===== src/rtl/scale_mode_controller.sv =====
// Scale mode controller for the camera upscaling datapath.
// Gesture zoom requests are turned into a registered 2-bit scale select.
// The select only moves on a frame boundary, so a frame never mixes scales.
// After each change, requests are ignored for a number of frames so that
// gesture chatter cannot cause a run of changes.
`timescale 1ns/1ps

module scale_mode_controller #(
    parameter int COOLDOWN_FRAMES = 30,
    parameter int RESET_LEVEL     = 0
) (
    input  logic       clk_in,
    input  logic       rst_in,
    input  logic       up_in,
    input  logic       down_in,
    input  logic       frame_start_in,
    output logic [1:0] scale_out,
    output logic       changed_out,
    output logic       busy_out
);

    // The cooldown counter must hold COOLDOWN_FRAMES; a zero cooldown still
    // gets one bit so the register stays legal.
    localparam int CNT_W = (COOLDOWN_FRAMES > 0) ? $clog2(COOLDOWN_FRAMES + 1) : 1;
    localparam logic [CNT_W-1:0] CNT_LOAD    = CNT_W'(COOLDOWN_FRAMES);
    localparam logic [CNT_W-1:0] CNT_ONE     = CNT_W'(1);
    localparam logic [1:0]       LEVEL_RESET = 2'(RESET_LEVEL);

    typedef enum logic [1:0] {
        IDLE,
        PENDING,
        COOLDOWN
    } state_t;

    state_t           state;
    state_t           state_next;
    logic [1:0]       level;
    logic [1:0]       level_next;
    logic [1:0]       target;
    logic [1:0]       target_next;
    logic [CNT_W-1:0] cnt;
    logic [CNT_W-1:0] cnt_next;
    logic             changed_next;

    // Zoom level to scaler select: 0 -> 1X, 1 -> 2Hx2V, 2 -> 4Hx2V.
    // 2'b01 is never produced.
    function automatic logic [1:0] level_to_scale(input logic [1:0] lvl);
        logic [1:0] sel;
        case (lvl)
            2'd0:    sel = 2'b00;
            2'd1:    sel = 2'b11;
            default: sel = 2'b10;
        endcase
        return sel;
    endfunction

    // Next-state logic: accept requests in IDLE, commit on a frame start in
    // PENDING, and count frame starts down in COOLDOWN.
    always_comb begin
        state_next   = state;
        level_next   = level;
        target_next  = target;
        cnt_next     = cnt;
        changed_next = 1'b0;
        case (state)
            IDLE: begin
                // A request that would step past either end is dropped.
                // A request that arrives together with a frame start is only
                // latched here; it is applied at the following frame start.
                if (up_in && !down_in) begin
                    if (level != 2'd2) begin
                        target_next = level + 2'd1;
                        state_next  = PENDING;
                    end
                end else if (down_in && !up_in) begin
                    if (level != 2'd0) begin
                        target_next = level - 2'd1;
                        state_next  = PENDING;
                    end
                end
            end
            PENDING: begin
                if (frame_start_in) begin
                    level_next   = target;
                    changed_next = 1'b1;
                    cnt_next     = CNT_LOAD;
                    state_next   = (COOLDOWN_FRAMES == 0) ? IDLE : COOLDOWN;
                end
            end
            COOLDOWN: begin
                // The counter never goes below zero; the last counted frame
                // start returns to IDLE.
                if (frame_start_in) begin
                    if (cnt <= CNT_ONE) begin
                        cnt_next   = '0;
                        state_next = IDLE;
                    end else begin
                        cnt_next = cnt - CNT_ONE;
                    end
                end
            end
            default: begin
                state_next = IDLE;
                cnt_next   = '0;
            end
        endcase
    end

    // State and output registers; reset aborts any pending or cooldown work
    // without producing a change pulse.
    always_ff @(posedge clk_in or posedge rst_in) begin
        if (rst_in) begin
            state       <= IDLE;
            level       <= LEVEL_RESET;
            target      <= LEVEL_RESET;
            cnt         <= '0;
            scale_out   <= level_to_scale(LEVEL_RESET);
            changed_out <= 1'b0;
        end else begin
            state       <= state_next;
            level       <= level_next;
            target      <= target_next;
            cnt         <= cnt_next;
            scale_out   <= level_to_scale(level_next);
            changed_out <= changed_next;
        end
    end

    assign busy_out = (state != IDLE);

endmodule


===== config.mk =====
export PLATFORM = sky130hd
export DESIGN_NAME = scale_mode_controller
export DESIGN_NICKNAME = d
export VERILOG_FILES = /design/src/rtl/scale_mode_controller.sv
export SDC_FILE = /design/constraint.sdc
export NUM_CORES = 1
export LEC_CHECK = 0
export CORE_MARGIN = 10
export CORE_UTILIZATION = 40
export CTS_BUF_LIST = sky130_fd_sc_hd__clkbuf_4 sky130_fd_sc_hd__clkbuf_8 sky130_fd_sc_hd__clkbuf_16
export DETAILED_ROUTE_END_ITERATION = 8
export GPL_ROUTABILITY_DRIVEN = 0
export PLACE_DENSITY = 0.64
export SYNTH_ARGS = -nofsm -noshare
export SYNTH_HDL_FRONTEND = slang
export SYNTH_SLANG_ARGS = --single-unit

===== constraint.sdc =====
create_clock -name clk_in -period 1.7 [get_ports clk_in]
set_input_delay 0.34 -clock clk_in [delete_from_list [all_inputs] [get_ports clk_in]]
set_output_delay 0.34 -clock clk_in [all_outputs]
set_load 0.005 [all_outputs]

Word level (Yosys, flattened, before mapping)

Index checks and enable logic that the tools add are counted.

Register bits after elaboration: 14
Input bits: 5
Output and inout port bits: 4
Word-level logic and storage cells: 56

$add $sub $neg: 3
Order comparisons: 1
Eq/ne operators: 11
Muxes and demuxes: 21
Bitwise logic cells: 1
Reduce and logical (&&, ||, !) cells: 13

Operators with widths:

| kind                  | count |
|---|---|
| $mux W2               | 13 |
| $mux W5               | 3 |
| $pmux W5 S3           | 1 |
| $ne A3 B3 Y1 const B  | 3 |
| $ne A2 B2 Y1 const B  | 4 |
| $reduce_bool A2 Y1    | 4 |
| $pmux W2 S3           | 1 |
| $reduce_and A6 Y1     | 1 |
| $le A5 B1 Y1 const B  | 1 |
| $sub A5 B1 Y5 const B | 1 |
| $eq A2 B1 Y1 const B  | 2 |
| $logic_not A2 Y1      | 2 |
| $pmux W2 S2           | 1 |
| $reduce_and A4 Y1     | 1 |
| $reduce_and A3 Y1     | 1 |
| $add A2 B1 Y2 const B | 1 |
| $eq A2 B2 Y1 const B  | 1 |
| $logic_and A1 B1 Y1   | 2 |
| $logic_not A1 Y1      | 2 |
| $mux W1               | 2 |
| $ne A2 B1 Y1 const B  | 1 |
| $sub A2 B1 Y2 const B | 1 |
| $not A1 Y1            | 1 |

Depth between registers and ports, before layout

Depth in word-level cells: 5
Mapped depth: 6
Gate-level depth less buffers: 6

Worst setup path before layout

Ideal clock, no wire load.

Kind: register to register
Start: reg state[0]
End: reg state[1]
Setup time: 126 ps
Arrival: 1267 ps
Required time: 1574 ps
Setup slack: 306 ps
Stages on the path, launching flop included: 7
Buffers on the path: 0
Clock period less this slack: 1394 ps
Path through: dfrtp_1 -> inv_1 -> ha_1 -> inv_1 -> o31ai_2 -> a211oi_2 -> o32a_1

Cells in the longest elaborated chain, start to end: 3
Elaborated cells between the ends (all ways): 11
Those cells by class: 8 x eq/ne; 1 x mux; 2 x reduce/logical

Ends and longest elaborated chain:

| what                                                   | line | source |
|---|---|---|
| start: declaration                                     | 35   | `state_t state;` |
| start signal: assignment                               | 120  | `state <= state_next;` |
| $eq A2 B2 Y1 (tied with other cells)                   | 65   | `case (state)` |
| $ne A2 B2 Y1 (no line) or $ne A3 B3 Y1 (tied branches) | --   |  |
| $reduce_and A6 Y1 (no line)                            | --   |  |

Parallel ways exist; a longest one is shown, timed or not.
A chain may end at the register's enable or synchronous reset.

Worst setup path in the final report

Start: reg state[0]
End: out busy_out

Cells in the longest elaborated chain, start to end: 1

Ends and longest elaborated chain:

| what               | line | source |
|---|---|---|
| $reduce_bool A2 Y1 | 129  | `assign busy_out = (state != IDLE);` |
| end: declaration   | 19   | `output logic busy_out` |

No other way between the ends.

==> metrics <==
Worst EP required=roughly 1.4 ns; Core Util, Final=0.523; Syn. warnings=0; Placed Instances=126; CTS clk-pin slew, worst paths=about 0.10 ns; Startpoint Class=flop; hold_buf cts=0; CTS sink count=14; status=finished, final reports clean; CP max FO=3; total power=1.81 mW; CTS Buffer Depth=2; total CTS buffers=3; 1st-iter DRT viols=15; Layout area overhead=24.7%; element type at the critical path end=primary output; number of I/O pins=9; #FFs+latches synth=14; via/cell ratio=4.93; Crit Reg-Reg Endpoint=cnt[1]; Netlist Area Pre-Place=815 um^2; DIE HEIGHT=approximately 65 um; GR Util met3=0.0254; power density over the cells=1780 nW/um^2; Cell variety after synth=27; Final Net Count=approximately 120; Max Slew Vio Count=0; Clock Skew=approximately 0.014 ns; Reg2Reg Depth=5; flop2flop setup slack=around 0.18 ns; largest net degree at the start of global routing=15; CTS tree=done; unrepaired setup endpoints after global routing=no; # diodes=0; IO buf count=8; drt first pass iters=4; final instance area=between 1000 and 1500 um^2; core area=~2000 um^2; initial antenna violation count=0; global-route usage over all layers=0.0822; fin crit period=1.59 ns; Min Hold Slack=~0.39 ns; Worst Path Arrival=~1.3 ns; final period utilization=0.934; vias in the first global route=660; Syn Inst Count=86; max_cap viols=0; LEAKAGE=between 0.4 and 0.5 nW; post-route ant nets=0; # rows=16; WL final=roughly 1600 um; worst-margin pin slew=0.538 ns; setup tns final=0 ns; setup violators final=0; Top Usage Layer GRT=met2; GR met2 Demand/Resource=0.131; synthesized net count=97; Crit Path Class=reg2out; GRT overflow=0; WL/cell=roughly 12 um; H-tree depth=1; layout cells sized above 1=0.162; VDD IR max=approximately 0.77 mV; first-pass GRT wire length=2820 um; full die area=4240 um^2; # DRC=0; FMAX=630 MHz; fillers=192; Non-Filler Instances=about 130; CTS root buf=clkbuf_4; met1 Use GR=0.102; die width=between 60 and 70 um; final setup margin=0.112 ns; sequential-to-total area share from yosys stat=0.430; dpl ws=-0.143 ns; placed cell area=just under 1000 um^2; min-delay worst type=in2async; Worst R2R Start=cnt[0]; routed vias=651; Syn Area/Cell=9.47 um^2; Starting Density=0.419; clock insertion delay at the later pin of the skew report=roughly 0.28 ns; Fin. Hold Viols=0; hpwl dp=approximately 1200 um; Max-slew headroom=0.641
[placed cells by master (no fill, tap or decap), drive strengths merged, types with 3 or more instances in the layout]
cell           count
inv               13
buf                8
nor2               7
clkbuf             4
dfrtp             14
nand3              3
o221ai             4
ha                 6
o21ai             10
clkdlybuf4s50      7
xnor2              3
nand2              5
[worst max path at each step]
| stage | start | end | slack (ns) |
|---|---|---|---|
| after floorplan | state[0] | state[1] | 0.31 |
| after global placement | down_in | state[1] | -0.10 |
| after detailed placement | down_in | state[1] | -0.14 |
| after CTS | state[1] | busy_out | 0.09 |
| after global routing | state[0] | busy_out | 0.02 |
| final | state[0] | busy_out | 0.11 |
[cell families (layout without fill, tap and decap cells)]
| logic type | Yosys count | after routing | synth area share |
|---|---|---|---|
| multiplexers | 1 | 1 | 0.0138 |
| AO/OA/AOI/OAI | 24 | 24 | 0.207 |
| XOR/XNOR | 4 | 4 | 0.0430 |
| flip-flops | 14 | 14 | 0.430 |
| buffers and inverters | 14 | 33 | 0.0691 |
| AND/OR/NAND/NOR | 23 | 23 | 0.144 |
| adder cells (fa/ha/maj) | 6 | 6 | 0.0922 |
[metal layers]
metal	share of wire	routed length, um
met1	0.51	832
met2	0.43	694
met3	0.041	67
met4	0.015	25
met5	0	0
[where the power goes]
part	internal [mW]	leakage, nW	total [mW]	switching, mW
Sequential	0.476	0.182	0.599	0.122
Clock	0.130	0.0210	0.244	0.113
Combinational	0.478	0.278	0.966	0.489
Total	1.08	0.481	1.81	0.724
[cells in the mapped netlist]
master | number | area share
a22oi_1 | 1 | 0.0092
o31ai_1 | 1 | 0.0092
o31ai_2 | 1 | 0.015
buf_4 | 1 | 0.0092
nand3_1 | 3 | 0.018
and3_1 | 1 | 0.0077
o221ai_1 | 4 | 0.043
nor2_1 | 7 | 0.032
xor2_1 | 1 | 0.011
nand3b_1 | 1 | 0.0092
nand2_1 | 5 | 0.023
o21ai_0 | 10 | 0.061
o21bai_1 | 1 | 0.0092
xnor2_1 | 3 | 0.032
mux2_2 | 1 | 0.014
inv_1 | 13 | 0.060
nor3_1 | 2 | 0.012
a2bb2oi_1 | 1 | 0.011
ha_1 | 6 | 0.092
a211oi_2 | 1 | 0.015
nand4_1 | 1 | 0.0077
dfrtp_1 | 14 | 0.43
o32a_1 | 1 | 0.012
a21oi_1 | 2 | 0.012
nor4b_2 | 1 | 0.018
nor2b_1 | 2 | 0.015
a21boi_0 | 1 | 0.0092
[layout make-up]
| cell class | instances | area (um^2) | area share |
|---|---|---|---|
| Tap cell | 27 | 33.8 | 0.0333 |
| Inverter | 13 | 48.8 | 0.0480 |
| Timing Repair Buffer | 16 | 139 | 0.137 |
| Multi-Input combinational cell | 58 | 408 | 0.401 |
| Sequential cell | 14 | 350 | 0.345 |
| Clock buffer | 4 | 36.3 | 0.0357 |
[flip-flops by register name (all words and copies together) (netlist names)]
signal,flops
state,2
target,2
cnt,5
scale_out,2
changed_out,1
level,2
[worst max-delay path, cell delays in order, from the launching register on]
cell and delay (ns):
dfrtp_1 0.40, inv_1 0.08, ha_1 0.18, inv_2 0.05
dlygate4sd2_1 0.26
[repair_timing]
| action | 4_1_cts | 5_1_grt |
|---|---|---|
| endpoints found under the setup margin | 1 | 1 |
| pin swaps | 0 | 0 |
| setup buffers | 2 | 0 |
| resized for setup | 1 | 1 |
No activity file was read; power rests on OpenSTA's default activity.
